### src/rtl/alu_shift_sequencer.sv
// alu_shift_sequencer
//   Multi-cycle shift controller for the ALU datapath. A start request latches
//   an operand, a shift/rotate op and an amount; the working register then
//   takes one single-bit step per clock until the amount is used up. A
//   start/busy/done handshake connects it to ALU control and the result mux.
//
//   Op codes: 000 SRL, 001 SLL, 010 ROR, 011 ROL. Any other op passes the
//   operand through unchanged, with done one cycle after acceptance.
//
//   Optional feature (compile-time macro ARITH_SHIFT_EN):
//     defined   -> op 100 is SRA (sign bit replicated on each step)
//     undefined -> op 100 is invalid (pass-through)
//
// Ports
//   iClock   in   1      rising-edge clock
//   iReset   in   1      synchronous reset, active-high
//   iStart   in   1      request, sampled only while idle
//   iData    in   WIDTH  operand, latched on an accepted start
//   iOp      in   3      shift/rotate op code
//   iAmount  in   AMT_W  number of single-bit steps
//   oResult  out  WIDTH  working/result register
//   oBusy    out  1      high while not idle
//   oDone    out  1      one-cycle pulse; oResult is final
module alu_shift_sequencer #(
  parameter int WIDTH = 16,
  parameter int AMT_W = 4
) (
  input  logic             iClock,
  input  logic             iReset,
  input  logic             iStart,
  input  logic [WIDTH-1:0] iData,
  input  logic [2:0]       iOp,
  input  logic [AMT_W-1:0] iAmount,
  output logic [WIDTH-1:0] oResult,
  output logic             oBusy,
  output logic             oDone
);

  typedef enum logic [1:0] {
    IDLE  = 2'd0,
    SHIFT = 2'd1,
    DONE  = 2'd2
  } state_t;

  state_t           state;
  state_t           state_nxt;
  logic [2:0]       op;
  logic [AMT_W-1:0] count;

  function automatic logic op_valid(input logic [2:0] o);
    logic v;
    case (o)
      3'b000, 3'b001, 3'b010, 3'b011: v = 1'b1;
`ifdef ARITH_SHIFT_EN
      3'b100:                         v = 1'b1;
`endif
      default:                        v = 1'b0;
    endcase
    return v;
  endfunction

  // One single-bit step of the selected op.
  function automatic logic [WIDTH-1:0] shift_step(input logic [WIDTH-1:0] r,
                                                  input logic [2:0]       o);
    logic [WIDTH-1:0] s;
    case (o)
      3'b000:  s = {1'b0, r[WIDTH-1:1]};
      3'b001:  s = {r[WIDTH-2:0], 1'b0};
      3'b010:  s = {r[0], r[WIDTH-1:1]};
      3'b011:  s = {r[WIDTH-2:0], r[WIDTH-1]};
`ifdef ARITH_SHIFT_EN
      3'b100:  s = {r[WIDTH-1], r[WIDTH-1:1]};
`endif
      default: s = r;
    endcase
    return s;
  endfunction

  // Next-state and handshake outputs.
  always_comb begin
    state_nxt = state;
    oBusy     = (state != IDLE);
    oDone     = (state == DONE);
    case (state)
      IDLE: begin
        if (iStart) begin
          // Zero amount or an unsupported op skips straight to DONE.
          if ((iAmount != '0) && op_valid(iOp)) state_nxt = SHIFT;
          else                                  state_nxt = DONE;
        end
      end
      SHIFT: begin
        if (count == AMT_W'(1)) state_nxt = DONE;
      end
      DONE:    state_nxt = IDLE;
      default: state_nxt = IDLE;
    endcase
  end

  // State, operand latch and per-step shift.
  always_ff @(posedge iClock) begin
    if (iReset) begin
      state   <= IDLE;
      oResult <= '0;
      count   <= '0;
      op      <= '0;
    end else begin
      state <= state_nxt;
      if (state == IDLE) begin
        if (iStart) begin
          oResult <= iData;
          op      <= iOp;
          count   <= iAmount;
        end
      end else if (state == SHIFT) begin
        oResult <= shift_step(oResult, op);
        count   <= count - AMT_W'(1);
      end
    end
  end

endmodule

### config.mk
export PLATFORM = sky130hd
export DESIGN_NAME = alu_shift_sequencer
export DESIGN_NICKNAME = d
export VERILOG_FILES = /design/src/rtl/alu_shift_sequencer.sv
export SDC_FILE = /design/constraint.sdc
export NUM_CORES = 1
export LEC_CHECK = 0
export CAP_MARGIN = 40
export CORE_ASPECT_RATIO = 0.5
export CORE_MARGIN = 2
export CORE_UTILIZATION = 49
export CTS_CLUSTER_SIZE = 28
export DETAILED_ROUTE_END_ITERATION = 10
export GPL_ROUTABILITY_DRIVEN = 0
export PLACE_DENSITY_LB_ADDON = 0.08
export REMOVE_ABC_BUFFERS = 1
export SETUP_SLACK_MARGIN = 0.05
export SLEW_MARGIN = 20
export SYNTH_ARGS = -nofsm -noshare
export SYNTH_HDL_FRONTEND = slang
export SYNTH_SLANG_ARGS = --single-unit
### constraint.sdc
create_clock -name iClock -period 2.9 [get_ports iClock]
set_input_delay 0.58 -clock iClock [delete_from_list [all_inputs] [get_ports iClock]]
set_output_delay 0.58 -clock iClock [all_outputs]
set_load 0.05 [all_outputs]
==> flow_summary.toml, run 1 <==
[power_and_ir_drop]
proportion_of_power_drawn_by_the_clock_network_pct = 20.3
power.density_cell_area_nw_per_um2 = 566
cellInternalPower_mw = 0.651
p_sw_share_pct = 37.8
p_sw_mw = 0.396
power_frac_comb_pct = 38.4
p_seq_share_pct = 41.2
max-vdd-ir-drop_v = 0.000332
leakage_nw = 0.781

[critical_path]
crit_start = "state[0]$_SDFFE_PP0P_"
required_ns = 2.32
cp-start-kind = "flip-flop"
worst_path_dominant_cell_family = "buffers and inverters"
r2r_slack_ns = 1.23
setup.worst_path.end = "oBusy"
critPathMaxStageDelay_ns = 0.79
rr_worst_depth = 4
critical_path_peak_fanout = 10
crit_path_kind = "flip-flop to output pin"
path_cells = "nor2_4 > inv_2 > clkdlybuf4s50_1"
timing.critical_path.slowest_stage_cell = "sky130_fd_sc_hd__clkdlybuf4s50_1"
r2r-end = "oResult[10]$_SDFFE_PP0P_"
cp_num_buf_inv = 2
timing.critical_path.depth = 3
worstReg2RegStart = "state[0]$_SDFFE_PP0P_"
endpoint_kind = "output pin"
worst-endpoint-arrival_ns = 1.82

[yosys]
synth-seq-area-share_pct = 36.2
synth-edff-count = 0
synth_flop_cell = "sky130_fd_sc_hd__dfxtp_1"
yosys_register_bits = 25
average_cell_area_after_synthesis_sq_um = 8.64
synth_area_sq_um = 1380
post_synthesis_cells = 160
ys.warnings.count = 0
async_reset_ff_share_pct = 0
ys_types = 35

[sta]
finalHoldViolCount = 0
finalCritPeriodShare_pct = 82.6
finalSetupTns_ns = 0
postLayoutSetupSlackWorst_ns = 0.504
setup_repair_after_global_routing_missed_its_margin = "false"
max_freq_ghz = 0.417
maxSlewHeadroom_pct = 58.9
final_max_slew_viol_count = 0
worst_setup_skew_after_layout_ns = 0.00534
tightestPinTransition_ns = 0.616
setup_viol_count_final = 0
fin_hold_ws_ns = 0.488
post-route-min-period_ns = 2.40

[cts]
ctsHoldBuffers = 0
postCtsResizedCells = 0
max-clock-path-buffers = 2
cts.sink_count = 25
cts.clk_slew.worst_paths_ns = 0.09
clock_insertion_delay_worst_skew_ns = 0.27
cts-buffers-inserted = 3
h_tree_lvl_count = 1
root_buffer = "sky130_fd_sc_hd__clkbuf_8"
cts_tree = "built"
postCtsSetupRepairBufs = 0

[cells_and_area]
antennaDiodeCount = 0
final_area_sq_um = 1850
mostFrequentLayoutCell = "sky130_fd_sc_hd__clkdlybuf4s50_1"
drive_above_1_share_pct = 8.04
final_cell_mix = "sky130_fd_sc_hd__clkdlybuf4s50_1 (43), sky130_fd_sc_hd__dfxtp_1 (25), sky130_fd_sc_hd__a21oi_1 (24)"
area_growth_syn_to_layout_pct = 33.8
nNetsFinal = 228

[floorplanning]
top_level_ports = 44
core.rowCount = 13
initial_utilization_pct = 52.5
dieHeight_microns = 41.6
floorplan.die_area_sq_um = 3290
die-width_microns = 79.1
core-area_sq_um = 2640

[placed_design]
placedInstanceArea_sq_um = 1790
place_worst_setup_slack_ns = 0.673
hpwlAfterDp_mm = 2.26
buffer_ports.inserted = 43

[min_path]
hp-class = "flip-flop to flip-flop"
hp-start = "op[1]$_SDFFE_PP0P_"

[drt]
drtIter0Drc = 103
final_antenna_violating_net_count = 0
vias = 1314
tritonroute_pass_1_iters = 4
vias_per_cell = 5.57
routed_wl_mm = 3.24
drt_drc_violations_left = 0
detail_route.wl_per_cell_microns = 13.7

[run_status]
status = "complete, no violations"

[global_routing]
globalRoute.totalOverflow = 0
grt_usage_pct = 19.9
grt_pass1_wl_mm = 5.32
maximum_number_of_pins_on_one_net_before_global_route_repair = 33
number_of_antenna_violations_at_the_first_check_in_global_routing = 0
vias_in_the_first_global_route = 1177

[job]
cap_viol_max_count = 0
routing by layer:
layer	vias up	wire length [microns]	track usage [%]
met1	614	1510	26.2
met5	-	0	0
li1	659	-	-
met2	39	1530	33.6
met3	2	190	5.22
met4	0	7	3.79
sequential cells by signal (all words and copies together), names as in the netlist:
register and flops:
count 4, oResult 16, state 2, op 3
logic make-up (layout without fill, tap and decap cells):
group                      after synthesis  in the layout  share of synthesized area (%)
and+or+nand+nor                         54             54                           19.7
adders and majority gates                2              2                           1.81
AOI/OAI and AO/OA                       50             50                           25.0
buffers and inverters                   15             54                           7.15
DFF                                     25             25                           36.2
muxes                                   14             14                           10.1
cells in the mapped netlist, drive strengths merged, types with 2 or more instances:
cell	number	area, sq um
a21oi	25	136
a22o	15	131
a31oi	2	12.5
buf	10	80.1
dfxtp	25	500
ha	2	25.0
inv	4	15.0
mux2i	14	140
nand2	9	33.8
nand2b	4	32.5
nand3	4	20.0
nor2	25	104
nor2b	2	12.5
nor3	2	10.0
nor4	2	12.5
o21ai	2	10.0
o221a	2	22.5
power groups by stage:
stage	logic [mW]	registers, mW	clock network [mW]
floorplan	0.168	0.526	0
global placement	0.394	0.437	0
detailed placement	0.401	0.438	0
CTS	0.403	0.431	0.219
global route	0.433	0.438	0.231
finish	0.402	0.432	0.213
per-stage QoR:
stage	utilization, %	std cells	power (mW)
floorplan	-	149	0.694
global placement	67.9	231	0.831
detailed placement	67.9	231	0.839
CTS	69.8	235	1.05
global route	70.2	236	1.10
finish	70.2	236	1.05
how the worst min path moves through the flow:
stage,to,slack (ns),cells past startpoint
floorplan,op[1]$_SDFFE_PP0P_,0.44,2
global placement,op[1]$_SDFFE_PP0P_,0.46,2
detailed placement,op[1]$_SDFFE_PP0P_,0.48,2
CTS,op[1]$_SDFFE_PP0P_,0.49,2
global route,op[1]$_SDFFE_PP0P_,0.52,2
finish,op[1]$_SDFFE_PP0P_,0.49,2
cell type report:
type                            instances  area [sq um]
Clock inverter                          1          7.51
Tap cell                               37          46.3
Clock buffer                            3          41.3
Sequential cell                        25           500
Timing Repair Buffer                   46           457
Multi-Input combinational cell        120           783
Fill cell                             238           785
Inverter                                4          15.0
tightest hold or removal path, stage by stage (launching register included):
cell and delay, ns:
sky130_fd_sc_hd__dfxtp_1 0.33, sky130_fd_sc_hd__nand2_1 0.05, sky130_fd_sc_hd__a21oi_1 0.06
No activity file was read; power rests on OpenSTA's default activity.
==> run 2, diff against run 1 <==
- CORE_UTILIZATION: 49 -> 41
- clock period: 2.9 -> 2.1 ns (I/O delays scaled with it)
==> run 2 against run 1 <==
Against the previous run: critical path type unchanged; sequential share of layout area is 0.33 points lower; flip-flop and latch count stayed put; critical endpoint is now oResult[14]; worst setup slack got worse by 0.33 ns; first-iteration DRC count is 64% lower; final area up 1.2%; clock skew about the same; hold slack got worse by 0.0076 ns; sequential power grew 37%; register-to-register slack got worse by 0.77 ns; die area increased by 18%; combinational power rose by 40%; wire length shrank 4.3%.
==> flow_summary.toml, run 2 (synthesized netlist as in run 1, its figures left out) <==
[cts]
h_tree_lvl_count = 1
cts.sink_count = 25
postCtsResizedCells = 0
clock_insertion_delay_worst_skew_ns = 0.27
cts_tree = "built"
max-clock-path-buffers = 2
cts.clk_slew.worst_paths_ns = 0.09
postCtsSetupRepairBufs = 0
ctsHoldBuffers = 0
cts-buffers-inserted = 3
root_buffer = "sky130_fd_sc_hd__clkbuf_8"

[placed_design]
hpwlAfterDp_mm = 2.25
buffer_ports.inserted = 43
dpl.cell_count = 237
place_worst_setup_slack_ns = 0.111

[critical_path]
endpoint_kind = "output pin"
r2r_slack_ns = 0.46
critical_path_peak_fanout = 4
worst_path_dominant_cell_family = "buffers and inverters"
rr_worst_depth = 4
worst-endpoint-arrival_ns = 1.51
r2r-end = "oResult[13]$_SDFFE_PP0P_"
required_ns = 1.68
cp_num_buf_inv = 1
worstReg2RegStart = "state[0]$_SDFFE_PP0P_"
crit_path_kind = "flip-flop to output pin"
timing.critical_path.slowest_stage_cell = "sky130_fd_sc_hd__clkdlybuf4s50_1"
cp-start-kind = "flip-flop"
path_cells = "clkdlybuf4s50_1"
critPathMaxStageDelay_ns = 0.83

[min_path]
hold_path_end = "op[1]$_SDFFE_PP0P_"
worst_hold_path.num_cells = 2
hp-start = "op[1]$_SDFFE_PP0P_"
hp-class = "flip-flop to flip-flop"

[cells_and_area]
largestRegisters = "oResult: 16 flops, count: 4 flops, op: 3 flops"
antennaDiodeCount = 0
area_growth_syn_to_layout_pct = 35.5
filler_cell_count = 280
final_cell_mix = "sky130_fd_sc_hd__clkdlybuf4s50_1 (41), sky130_fd_sc_hd__dfxtp_1 (25), sky130_fd_sc_hd__a21oi_1 (24)"
fin_util_pct = 60.4
nNetsFinal = 230
largest_reg_flops = 16
multi_input_area_sq_um = 783
seqCellArea_sq_um = 500
instances_no_fill = 241
registers.top_by_ff_count = "oResult"
mostFrequentLayoutCell = "sky130_fd_sc_hd__clkdlybuf4s50_1"
drive_above_1_share_pct = 9.95

[drt]
highest-signal-layer = "met4"
final_antenna_violating_net_count = 0
routed_wl_mm = 3.10
drtIter0Drc = 37
met2RoutedLength_mm = 1.40
vias_per_cell = 5.13
m1WireLength_mm = 1.53
drt_drc_violations_left = 0
detail_route.wl_per_cell_microns = 12.9
wl_met3_microns = 151
tritonroute_pass_1_iters = 4
vias = 1237

[power_and_ir_drop]
max-vdd-ir-drop_v = 0.000364
power.density_cell_area_nw_per_um2 = 771
leakage_nw = 0.796

[global_routing]
vias_in_the_first_global_route = 1133
grt_pass1_wl_mm = 5.09
number_of_antenna_violations_at_the_first_check_in_global_routing = 0
maximum_number_of_pins_on_one_net_before_global_route_repair = 20
grt_usage_pct = 16.6
globalRoute.totalOverflow = 0

[sta]
setup_repair_after_global_routing_missed_its_margin = "false"
finalHoldViolCount = 0
setup_viol_count_final = 0
tightestPinTransition_ns = 0.611
worst_setup_skew_after_layout_ns = 0.00503
finalCritPeriodShare_pct = 91.9
finalSetupTns_ns = 0
maxSlewHeadroom_pct = 59.2
final_max_slew_viol_count = 0
postLayoutSetupSlackWorst_ns = 0.171
post-route-min-period_ns = 1.93
max_freq_ghz = 0.518

[floorplanning]
dieHeight_microns = 45.1
initial_utilization_pct = 44.6
top_level_ports = 44
die-width_microns = 86.1
floorplan.die_area_sq_um = 3880
core.rowCount = 14
core-area_sq_um = 3100

[run_status]
status = "complete, no violations"

[job]
cap_viol_max_count = 0
-- run 2: changes by cell type in the layout (fill, tap and decap cells not counted), sizes merged --
| cell | before | now |
|---|---|---|
| buf | 3 | 7 |
| clkdlybuf4s50 | 43 | 41 |
-- run 2: area by class of cell --
cell class              count  share of cell area (%)
repair buffers             48                    25.4
clock inverters             1                   0.401
multi-input cells         120                    41.8
well taps                  40                    2.67
inverters                   4                   0.802
flip-flops and latches     25                    26.7
clock buffers               3                    2.20
-- run 2: worst max path at each step --
| stage | endpoint | cells past startpoint | startpoint | slack, ns |
|---|---|---|---|---|
| 5_1_grt | oResult[14] | 1 | oResult[14]$_SDFFE_PP0P_ | 0.13 |
| 4_1_cts | oResult[14] | 1 | oResult[14]$_SDFFE_PP0P_ | 0.17 |
| 3_5_place_dp | oResult[13]$_SDFFE_PP0P_ | 5 | iStart | 0.11 |
| 3_3_place_gp | oResult[13]$_SDFFE_PP0P_ | 5 | iStart | 0.18 |
| 2_1_floorplan | oDone | 1 | state[1]$_SDFFE_PP0P_ | 0.39 |
| 6_report | oResult[14] | 1 | oResult[14]$_SDFFE_PP0P_ | 0.17 |
-- run 2: stage by stage --
| step | instance area (sq um) | hold WS, ns | power [mW] |
|---|---|---|---|
| CTS | 1870 | 0.480 | 1.46 |
| global placement | 1820 | 0.464 | 1.16 |
| floorplan | 1300 | 0.439 | 0.959 |
| detailed placement | 1820 | 0.467 | 1.17 |
| finish | 1870 | 0.481 | 1.44 |
| global route | 1870 | 0.495 | 1.52 |
-- run 2: per-layer routing --
layer / vias up / global-route usage (%)
li1: 659 / -
met1: 546 / 21.8
met2: 29 / 28.2
met3: 3 / 4.75
met4: 0 / 3.17
met5: - / 0
-- run 2: power breakdown --
group / total (mW) / switching (mW) / internal, mW
combinational: 0.563 / 0.322 / 0.241
clock: 0.292 / 0.157 / 0.135
sequential: 0.591 / 0.0602 / 0.530
total: 1.44 / 0.539 / 0.906
==> edit 1, RTL diff (settings of run 2) <==
The parameter `AMT_W` goes from 4 to 5.
--- a/src/rtl/alu_shift_sequencer.sv
+++ b/src/rtl/alu_shift_sequencer.sv
@@ -25,3 +25,3 @@
   parameter int WIDTH = 16,
-  parameter int AMT_W = 4
+  parameter int AMT_W = 5
 ) (
Ports: changed (resized iAmount); port bits go from 44 to 45. No check against the original RTL was run, so the function may have changed too.
==> edit 1 against run 2 <==
Clock skew up 0.0026 ns. Clock power up 12%. Wire length up 42%. Largest power group is now combinational cells. Non-clock buffer count increased by 10. Fmax increased by 0.62%. Sequential cell count is 1 higher. Cell area grew 17%. Power up 12%. Area after synthesis increased by 17%. Worst setup slack better by 0.012 ns. Sequential power rose by 7.4%. Register-to-register slack improved by 0.07 ns.
==> edit 1: results (changes against run 2) <==
Logic synthesis
  • Largest cells by area after synthesis: dfxtp_1 32%, o221ai_1 8.1%, o32ai_1 8.1%
  • Post-synthesis cell type count: 40 (+14%)
  • Synth warnings: 0 (unchanged)
  • Ys async rst share: 0% (unchanged)
  • Seq/Total Area, Yosys: 32.2% (-4.0 points)
  • Top cells by count, synth: 26 x dfxtp_1, 20 x inv_1, 16 x a211oi_1

CTS
  • Worst-path clk slew: 0.10 ns
  • Clock Root Buffer: clkbuf_8
  • Total CTS buffers: 3 (unchanged)
  • Clk_lat worst skew: 0.27 ns (about the same)
  • Post-CTS setup buffers: 0 (unchanged)

Run status
  • Status: finished clean

Power
  • Worst IR Drop VDD: 0.280 mV (-23%)
  • Pleak: 0.839 nW (+5.5%)
  • Sw Share: 38.0% (+0.66 points)
  • Comb group: 650 µW (+15%)

Place
  • Placed cell area: 0.00214 mm² (+17%)
  • DP Wirelength: 3180 µm (+41%)
  • PortBufs: 44 (+2.3%)

Timing
  • Slew of the pin with the lowest slew margin: 0.587 ns (-0.0242 ns)
  • Worst Skew: 0.00767 ns (+0.00264 ns)
  • Finish-stage setup viols: 0 (unchanged)

Finish
  • Largest regs: oResult (16), count (5), op (3)
  • Layout cells sized above 1: 9.61% (-0.34 points)
  • Final #Nets: 259 (+13%)
  • ANT cells: 0 (unchanged)

Global route
  • Global routing usage on met1: 26.8% (+5.1 points)
  • Global-route wire length before repair: 7400 µm (+45%)
  • M2 GR Usage: 34.1% (+5.8 points)
  • Largest net degree at the start of global routing: 19 (-5.0%)
  • Met3 GRT Util: 4.52% (-0.24 points)
  • GRT Total Usage: 19.9% (+3.3 points)

Route
  • Via count: 1,614 (+30%)
  • Wire per inst: 15.5 µm (+21%)
  • Drt initial violations: 64 (+73%)
  • First-pass iteration count of the detailed router: 4 (unchanged)

Worst setup path
  • Cell family with most CP delay: buffers and inverters
  • CP max stage cell: clkdlybuf4s50_1
  • Crit path max fanout: 4 (unchanged)

Hold path
  • Hold Crit Class: reg -> reg
[edit 1: cell types whose count changed after synthesis, moves of 3 or more]
cell             run 2  this run
a211oi_1             0        16
a21oi_1             24         5
a22o_1              15         0
and3b_1              1        14
clkbuf_1             1        11
inv_1                3        20
mux2i_1             14         5
nand2_1              9         3
nand3_1              4         1
nor2_1              23         8
nor2b_1              2         5
o21a_1               0         4
o221ai_1             0        15
o32ai_1              0        15
[edit 1: area by class of cell]
type | count | area [µm²]
fillers | 365 | 1650
multi-input cells | 120 | 923
repair buffers | 58 | 553
flip-flops and latches | 26 | 520
inverters | 21 | 78.8
well taps | 54 | 67.6
clock buffers | 4 | 55.1
[edit 1: metrics by stage]
stage	util, %	total power [mW]	worst slack, ns	hold WS [ns]	instances
3_5_place_dp	55.8	1.30	0.297	0.500	279
6_report	57.2	1.61	0.183	0.515	283
5_1_grt	57.2	1.71	0.108	0.530	283
3_3_place_gp	55.8	1.29	0.317	0.497	279
4_1_cts	57.2	1.63	0.164	0.515	283
2_1_floorplan	-	1.03	0.153	0.475	167
[edit 1: layer usage]
layer / share of wire (%) / up-vias
met3: 4.5 / 2
met5: 0 / -
met2: 47 / 33
met1: 48 / 778
met4: 0.091 / 0
li1: - / 801
[edit 1: final timing paths]
kind	depth (start not counted)	end	slack [ns]	from
setup / recovery	1	oResult[2]	0.18	oResult[2]
hold / removal	2	oResult[9]	0.52	oResult[9]
setup reg to reg	4	oResult[15]	0.53	state[0]
hold reg to reg	2	oResult[9]	0.52	oResult[9]
[edit 1: cell families after synthesis]
family	share of synthesized area (%)
simple gates	18.3
xor+xnor	0.541
fa+ha+maj	1.55
flops	32.2
buf+inv	10.7
compound gates	33.6
mux	3.09
==> edit 2, RTL diff (config.mk and constraints of run 2) <==
Made on the original files. Register the inputs `iStart`, `iData`, `iOp` and `iAmount` before use. The logic sees them one clock later.
--- a/src/rtl/alu_shift_sequencer.sv
+++ b/src/rtl/alu_shift_sequencer.sv
@@ -44,2 +44,14 @@
 
+  logic iStart_q;
+  logic [WIDTH-1:0] iData_q;
+  logic [2:0] iOp_q;
+  logic [AMT_W-1:0] iAmount_q;
+
+  always_ff @(posedge iClock) begin
+    iStart_q  <= iStart;
+    iData_q   <= iData;
+    iOp_q     <= iOp;
+    iAmount_q <= iAmount;
+  end
+
   state_t           state;
@@ -85,5 +97,5 @@
       IDLE: begin
-        if (iStart) begin
+        if (iStart_q) begin
           // Zero amount or an unsupported op skips straight to DONE.
-          if ((iAmount != '0) && op_valid(iOp)) state_nxt = SHIFT;
+          if ((iAmount_q != '0) && op_valid(iOp_q)) state_nxt = SHIFT;
           else                                  state_nxt = DONE;
@@ -109,6 +121,6 @@
       if (state == IDLE) begin
-        if (iStart) begin
-          oResult <= iData;
-          op      <= iOp;
-          count   <= iAmount;
+        if (iStart_q) begin
+          oResult <= iData_q;
+          op      <= iOp_q;
+          count   <= iAmount_q;
         end
Check against the original RTL: not equivalent (a bounded check fails within 4 cycles, from zero or initial values and one cycle with iReset high).
==> edit 2 against run 2 <==
Count of clock-buffer cells in the layout increased by 2. Critical path depth is the same. Highest routed layer unchanged. Cell area increased by 46%. Via count up 37%. Area after synthesis increased by 54%. Wire length rose by 53%. Worst setup slack lost 0.045 ns. Synthesized cell count rose by 24%. Power grew 65%. Sequential cell count increased by 24. Fmax decreased by 2.3%. First-iteration DRC count grew 130%. Combinational power rose by 8.0%. Largest power group unchanged.
==> edit 2: results (changes against run 2) <==
Logic synthesis
  • Top cells by count, synth: 49 x dfxtp_1, 21 x inv_1, 17 x a211oi_1
  • Post-synthesis mux area share: 2.35% (-7.8 points)
  • Adder-cell area share of the yosys netlist: 1.18% (-0.63 points)
  • Seq/Total Area, Yosys: 46.1% (+9.9 points)
  • Post-synthesis cell type count: 40 (+14%)
  • Synth Area in Compound Gates: 27.1% (+2.2 points)
  • Largest cells by area after synthesis: dfxtp_1 46%, o32ai_2 7.6%, o221ai_1 6.6%

CTS
  • H-Tree Depth: 2 (+1)
  • Total CTS buffers: 5 (+2)
  • Clk_lat worst skew: 0.31 ns (+0.04 ns)

Power
  • Pleak: 1.05 nW (+32%)
  • Comb group: 608 µW (+8.0%)
  • Sw Share: 32.2% (-5.1 points)
  • Worst IR Drop VDD: 0.501 mV (+38%)

Run status
  • Status: finished clean

Route
  • Via density: 5.46 (+6.4%)
  • Wire per inst: 15.3 µm (+19%)
  • Met2 wire len: 2210 µm (+58%)
  • Drt initial violations: 84 (+130%)
  • Total wire length: 4750 µm (+53%)
  • Met3 Wirelength: 250 µm (+66%)
  • Metal1 wirelength: 2220 µm (+45%)

Worst setup path
  • Worst Reg-to-Reg Cells: 5 (+1)
  • Worst R2R End: oResult[4]
  • Worst setup path startpoint: oResult[4]
  • Reg2reg setup slack: 0.56 ns (+0.10 ns)

Finish
  • Layout cells sized above 1: 15.8% (+5.9 points)
  • Final #Nets: 267 (+16%)
  • Largest regs: iData_q (16), oResult (16)

Global route
  • Global routing usage on met1: 21.5% (-0.24 points)
  • Global-route wire length before repair: 7680 µm (+51%)
  • Vias in the first global route: 1,582 (+40%)

Place
  • DP Wirelength: 3020 µm (+34%)
  • Cell Count Post-Placement: 302 (+27%)
  • Dpl ws: 0.455 ns (+0.345 ns)

Hold path
  • Hold endpoint: op[0]
  • Hold Path Origin: iOp_q[0]

Timing
  • Min Hold Slack: 0.472 ns (-0.00867 ns)
  • Slew Limit Headroom: 62.1% (+2.9 points)
  • Setup ws final: 0.126 ns (-0.0447 ns)
  • Worst Skew: 0.00872 ns (+0.00369 ns)
-- edit 2: cell types whose count changed after synthesis, sizes merged, moves of 3 or more --
cell / change
dfxtp: +24
a21oi: -22
inv: +19
a211oi: +17
o221ai: +16
a22o: -15
nor2: -15
o32ai: +15
and3b: +14
mux2i: -9
nand2: -8
nand3: -4
clkbuf: +3
-- edit 2: layout make-up --
cell class / count / area (µm²)
sequential: 49 / 981
fill: 456 / 2210
clock inverter: 3 / 46.3
timing repair buffer: 50 / 503
multi-input combinational: 110 / 967
inverter: 23 / 86.3
clock buffer: 5 / 68.8
tap: 70 / 87.6
-- edit 2: how the worst max path moves through the flow --
stage | slack [ns] | to | depth (start not counted)
2_1_floorplan | 0.33 | oResult[15] | 3
3_3_place_gp | 0.47 | oResult[0] | 1
3_5_place_dp | 0.46 | oResult[14] | 5
4_1_cts | 0.11 | oResult[4] | 1
5_1_grt | 0.08 | oResult[0] | 1
6_report | 0.13 | oResult[4] | 1
